--- config.mk ---
export PLATFORM = sky130hd
export DESIGN_NAME = board_move_arbiter
export DESIGN_NICKNAME = d
export VERILOG_FILES = /design/src/rtl/board_move_arbiter.sv
export SDC_FILE = /design/constraint.sdc
export NUM_CORES = 1
export LEC_CHECK = 0
export CORE_AREA = 2 2 552 554
export CTS_CLUSTER_SIZE = 8
export DETAILED_ROUTE_END_ITERATION = 8
export DIE_AREA = 0 0 554 556
export HOLD_SLACK_MARGIN = 0.15
export PLACE_DENSITY = 0.31
export SYNTH_ARGS = -nofsm -noshare
export SYNTH_HDL_FRONTEND = slang
export SYNTH_SLANG_ARGS = --single-unit
--- constraint.sdc ---
create_clock -name clk -period 9.1 [get_ports clk]
set_input_delay 1.82 -clock clk [delete_from_list [all_inputs] [get_ports clk]]
set_output_delay 1.82 -clock clk [all_outputs]
set_load 0.05 [all_outputs]
--- src/rtl/board_move_arbiter.sv ---
// Board-level move arbiter. It runs a generation pass over the column units and drains
// their FIFOs round-robin into a single registered valid/ready move stream.
module board_move_arbiter #(
  parameter int NCOL    = 8,
  parameter int WORD_W  = 152,
  parameter int RD_LAT  = 1,
  parameter int CLR_CYC = 2,
  parameter int TIMEOUT = 4095
) (
  input  logic                      clk,
  input  logic                      reset,
  input  logic                      start,
  output logic                      col_clr,
  input  logic [NCOL-1:0]           col_done,
  input  logic [NCOL-1:0]           col_empty,
  output logic [NCOL-1:0]           col_rden,
  input  logic [NCOL*WORD_W-1:0]    col_data,
  output logic [WORD_W-1:0]         out_data,
  output logic [$clog2(NCOL)-1:0]   out_col,
  output logic                      out_valid,
  input  logic                      out_ready,
  output logic                      busy,
  output logic                      pass_done,
  output logic                      timeout_err,
  output logic [15:0]               word_count
);
  localparam int PTR_W = $clog2(NCOL);

  localparam logic [2:0] S_IDLE = 3'd0;
  localparam logic [2:0] S_CLR  = 3'd1;
  localparam logic [2:0] S_SCAN = 3'd2;
  localparam logic [2:0] S_RDW  = 3'd3;
  localparam logic [2:0] S_OUT  = 3'd4;
  localparam logic [2:0] S_FIN  = 3'd5;

  localparam logic [3:0]  CLR_LOAD = 4'(CLR_CYC - 1);
  localparam logic [1:0]  RDW_LOAD = 2'(RD_LAT);
  localparam logic [15:0] WD_LAST  = 16'(TIMEOUT - 1);

  logic [2:0]        state_q, state_d;
  logic [3:0]        clr_cnt_q, clr_cnt_d;
  logic [1:0]        rd_cnt_q, rd_cnt_d;
  logic [15:0]       wd_cnt_q, wd_cnt_d;
  logic [PTR_W-1:0]  rr_ptr_q, rr_ptr_d;
  logic [NCOL-1:0]   rden_q, rden_d;
  logic [WORD_W-1:0] out_data_q, out_data_d;
  logic [PTR_W-1:0]  out_col_q, out_col_d;
  logic              out_valid_q, out_valid_d;
  logic              timeout_err_q, timeout_err_d;
  logic [15:0]       word_count_q, word_count_d;

  logic              grant_vld;
  logic [PTR_W-1:0]  grant_idx;
  logic [PTR_W-1:0]  cand;
  logic [WORD_W-1:0] sel_word;
  logic              wd_expire;

  // Round-robin search starts just after the last granted column; NCOL is a power of two.
  always_comb begin
    grant_vld = 1'b0;
    grant_idx = '0;
    cand      = '0;
    for (int k = 1; k <= NCOL; k++) begin
      cand = rr_ptr_q + PTR_W'(k);
      if (!grant_vld && !col_empty[cand]) begin
        grant_vld = 1'b1;
        grant_idx = cand;
      end
    end
  end

  always_comb begin
    sel_word = '0;
    for (int i = 0; i < NCOL; i++) begin
      if (rr_ptr_q == PTR_W'(i)) sel_word = col_data[i*WORD_W +: WORD_W];
    end
  end

  assign wd_expire = (TIMEOUT != 0) && (wd_cnt_q == WD_LAST);

  always_comb begin
    state_d       = state_q;
    clr_cnt_d     = clr_cnt_q;
    rd_cnt_d      = rd_cnt_q;
    wd_cnt_d      = wd_cnt_q;
    rr_ptr_d      = rr_ptr_q;
    rden_d        = '0;
    out_data_d    = out_data_q;
    out_col_d     = out_col_q;
    out_valid_d   = out_valid_q;
    timeout_err_d = timeout_err_q;
    word_count_d  = word_count_q;

    if (state_q inside {S_SCAN, S_RDW, S_OUT}) wd_cnt_d = wd_cnt_q + 16'd1;

    case (state_q)
      S_IDLE: begin
        if (start) begin
          state_d       = S_CLR;
          clr_cnt_d     = CLR_LOAD;
          wd_cnt_d      = '0;
          word_count_d  = '0;
          timeout_err_d = 1'b0;
        end
      end
      S_CLR: begin
        if (clr_cnt_q == 4'd0) state_d = S_SCAN;
        else                   clr_cnt_d = clr_cnt_q - 4'd1;
      end
      S_SCAN: begin
        if (wd_expire) begin
          timeout_err_d = 1'b1;
          state_d       = S_FIN;
        end else if (grant_vld) begin
          rden_d[grant_idx] = 1'b1;
          rr_ptr_d          = grant_idx;
          out_col_d         = grant_idx;
          rd_cnt_d          = RDW_LOAD;
          state_d           = S_RDW;
        end else if ((&col_done) && (&col_empty)) begin
          state_d = S_FIN;
        end
      end
      S_RDW: begin
        if (wd_expire) begin
          timeout_err_d = 1'b1;
          state_d       = S_FIN;
        end else if (rd_cnt_q == 2'd0) begin
          out_data_d  = sel_word;
          out_valid_d = 1'b1;
          state_d     = S_OUT;
        end else begin
          rd_cnt_d = rd_cnt_q - 2'd1;
        end
      end
      S_OUT: begin
        // A handshake on the expiring cycle still counts: the consumer already took the word.
        if (out_valid_q && out_ready) begin
          out_valid_d = 1'b0;
          wd_cnt_d    = '0;
          if (word_count_q != 16'hFFFF) word_count_d = word_count_q + 16'd1;
          state_d     = S_SCAN;
        end else if (wd_expire) begin
          out_valid_d   = 1'b0;
          timeout_err_d = 1'b1;
          state_d       = S_FIN;
        end
      end
      S_FIN:   state_d = S_IDLE;
      default: state_d = S_IDLE;
    endcase
  end

  always_ff @(posedge clk or negedge reset) begin
    if (!reset) begin
      state_q       <= S_IDLE;
      clr_cnt_q     <= '0;
      rd_cnt_q      <= '0;
      wd_cnt_q      <= '0;
      rr_ptr_q      <= PTR_W'(NCOL - 1);
      rden_q        <= '0;
      out_data_q    <= '0;
      out_col_q     <= '0;
      out_valid_q   <= 1'b0;
      timeout_err_q <= 1'b0;
      word_count_q  <= '0;
    end else begin
      state_q       <= state_d;
      clr_cnt_q     <= clr_cnt_d;
      rd_cnt_q      <= rd_cnt_d;
      wd_cnt_q      <= wd_cnt_d;
      rr_ptr_q      <= rr_ptr_d;
      rden_q        <= rden_d;
      out_data_q    <= out_data_d;
      out_col_q     <= out_col_d;
      out_valid_q   <= out_valid_d;
      timeout_err_q <= timeout_err_d;
      word_count_q  <= word_count_d;
    end
  end

  assign col_clr     = (state_q == S_CLR);
  assign busy        = (state_q != S_IDLE);
  assign pass_done   = (state_q == S_FIN);
  assign col_rden    = rden_q;
  assign out_data    = out_data_q;
  assign out_col     = out_col_q;
  assign out_valid   = out_valid_q;
  assign timeout_err = timeout_err_q;
  assign word_count  = word_count_q;

endmodule

==> results.cfg <==
[worst_setup_path]
required_ns = 9.61
worstPathCellList = ha_1, ha_4, buf_4, buf_4, nor3_1, a21oi_1, a21oi_1, a211oi_1, o21ai_0
critPathTopFamily = buffers and inverters
critPathArrivalTime_ns = 5.26
critical_path.endpoint_type = register
critPathSlowestCell = dfstp_2
cp_num_buf_inv = 2
cp.depth = 9
cp-start-kind = register
ff2ff_path_depth = 9
slowest_delay_ns = 0.84
crit_path_max_fanout = 68
path_class = register to register

[timing]
fmax_mhz = 210.2
period_share_pct = 52.28
drv_slew = 0
fin_worst_skew_ns = 0.03704
worst_pin_slew_ns = 1.093
period_needed_ns = 4.757
relSlewSlack_pct = 27.11
rsz0062_at_grt = false
holdWs_ns = 0.4805
fin_setup_tns_ns = 0
finalHoldViolCount = 0
finalSetupViolations = 0

[cts]
path_clk_slew_ns = 0.06
cts_tree = done
ctsRootBufferMaster = clkbuf_16
cts_buffers = 38
cts_hold_buf = 0
post_cts_resized = 0
htreeDepth = 2
cts_num_sinks = 209
ctsLongestPathBuffers = 3
post_cts_buffers = 0
clkLatencyLatePin_ns = 0.66

[cells_and_area]
final_cell_mix = clkdlybuf4s50_1 (1,416), a21oi_1 (473), o21ai_0 (467)
final_nets = 4971
area_delta_synth_final_pct = 112.7
fillers = 34799
final_common_cell = clkdlybuf4s50_1
drive_above_1_share_pct = 4.239

[global_route]
grt_antenna_before_repair = 170
grt_max_degree = 120
grt_pass1_wl_um = 304900
overflow = 0
grt.total_usage_pct = 15.02
grt_pass1_vias = 27653

[floorplan]
start_util_pct = 5.903
die_y_um = 556
die_area_mm2 = 0.3080
io_pins = 1420
coreArea_mm2 = 0.3020
die_x_um = 554
rows = 202

[power_and_ir_drop]
peakVddDrop_uv = 113.0
p_leak_nw = 13.13
powerDensity_mw_per_mm2 = 305.8

[synth]
yosysTopAreaCell = dfrtp_1
synthArstFlopShare_pct = 100.0
synth_cell_types = 59
synth_top_area_share_pct = 28.91
netlist_area_mm2 = 0.01783
syn_avg_cell_area_um2 = 7.169
yosys_warnings = 0
yosys-top-cells-area = dfrtp_1 (29%), a21oi_1 (13%), o21ai_0 (13%), a221oi_1 (7.5%), a211oi_1 (6.5%)
synth_edf_count = 0
seq_area_frac_synth_pct = 29.36
ys_seq_elements = 209
synth_ff_type = dfrtp_1
synthCells = 2487
synth_fp_nets = 3735

[detailed_routing]
drt-total-wl_um = 241600
dr.pass1.iters = 5
viasPerCell = 3.475
wl_per_cell_um = 31.08
drcViolationCount = 0
ant_nets = 0
via_count = 27013
dr.first_iter.drc_count = 1667

[run_status]
outcome = complete, no violations

[run]
maxCapViolations = 0

[placement]
portBuffers = 1419
dpl.hpwl_um = 202500
gp_congestion = 0.9074

[min_path]
hold_path_depth = 1
hold_path_class = register to register
## flip-flops by register name, indices dropped and copies added, names as in the netlist
| register | count |
|---|---|
| col_rden | 8 |
| out_data | 152 |
| state_q | 3 |
| rr_ptr_q | 3 |
| word_count | 16 |
| wd_cnt_q | 16 |
| rd_cnt_q | 2 |
| out_col | 3 |
| out_valid | 1 |
| clr_cnt_q | 4 |
| timeout_err | 1 |
## metrics by stage
| stage | instances | utilization [%] | area [um^2] | setup WS, ns | power (mW) |
|---|---|---|---|---|---|
| 6_report | 7773 | 12.56 | 37920 | 4.343 | 11.60 |
| 5_1_grt | 7748 | 12.54 | 37860 | 3.864 | 12.38 |
| 4_1_cts | 7729 | 12.52 | 37810 | 4.078 | 11.95 |
| 3_5_place_dp | 7661 | 12.11 | 36560 | 4.106 | 10.30 |
| 3_3_place_gp | 7661 | 12.10 | 36560 | 4.116 | 10.31 |
| 2_1_floorplan | 2487 | - | 17830 | 5.196 | 5.896 |
## synth_stat cells, types with 4 or more instances
cell type / n
inv_1: 18
mux2i_1: 13
dfrtp_1: 206
mux4_2: 7
ha_1: 12
a211oi_1: 155
a221oi_1: 152
a21oi_1: 473
nor2_1: 215
o21a_1: 6
xor2_1: 21
xnor2_1: 12
nand4_1: 14
buf_2: 5
and4_1: 7
and3_1: 156
nand3_1: 14
buf_1: 12
or3_1: 6
clkbuf_1: 264
nand2_1: 31
nand3b_1: 4
and2_1: 4
nor3_1: 159
o21ai_0: 468
## layout make-up
cell class	instances	area [um^2]	share of cell area (%)
diodes	44	110.1	0.2903
clock buffers	53	1057	2.788
clock inverters	15	192.7	0.5081
inverters	19	71.32	0.1881
multi-input cells	1976	11560	30.49
flip-flops and latches	209	5234	13.80
well taps	3978	4977	13.12
repair buffers	1479	14720	38.81
## worst register-to-register path, stage by stage (launching register included)
cell and delay, ns:
dfstp_2 0.84, ha_1 0.36, ha_4 0.81, buf_4 0.68, buf_4 0.76, nor3_1 0.22
a21oi_1 0.35, a21oi_1 0.12, a211oi_1 0.33, o21ai_0 0.15
## report_power, final
part	internal [mW]	switching, mW
sequential	1.30	0.358
combinational	2.58	5.81
clock	0.877	0.664
total	4.76	6.83
## per-layer routing
metal | vias to the layer above | GRT usage [%] | part of all wire [%]
met4 | 100 | 3.637 | 2.8
met1 | 13119 | 16.57 | 38
met2 | 1410 | 27.14 | 50
met5 | - | 0 | 0.27
met3 | 365 | 5.356 | 8.9
li1 | 12019 | - | -
## logic make-up (layout without fill, tap and decap cells)
logic type                 Yosys count  in the layout  share of synthesized area (%)
and+or+nand+nor                    628            628                          17.67
buffers and inverters              302           1566                          6.478
xor gates and xnor gates            33             33                          1.621
muxes                               26             26                          2.183
other                                0             44                              0
AOI/OAI and AO/OA                 1277           1277                          41.85
adders and majority gates           12             12                         0.8421
DFF                                209            209                          29.36
## final timing paths
check	startpoint	endpoint	slack, ns
max reg2reg	rr_ptr_q[0]	out_data[144]	4.34
min in group asynchronous	reset	out_data[51]	1.14
max in group asynchronous	reset	out_data[112]	6.17
min reg2reg	rd_cnt_q[0]	rd_cnt_q[0]	0.48
max	rr_ptr_q[0]	out_data[144]	4.34
min	rd_cnt_q[0]	rd_cnt_q[0]	0.48
Power figures use the tool's default switching activity.
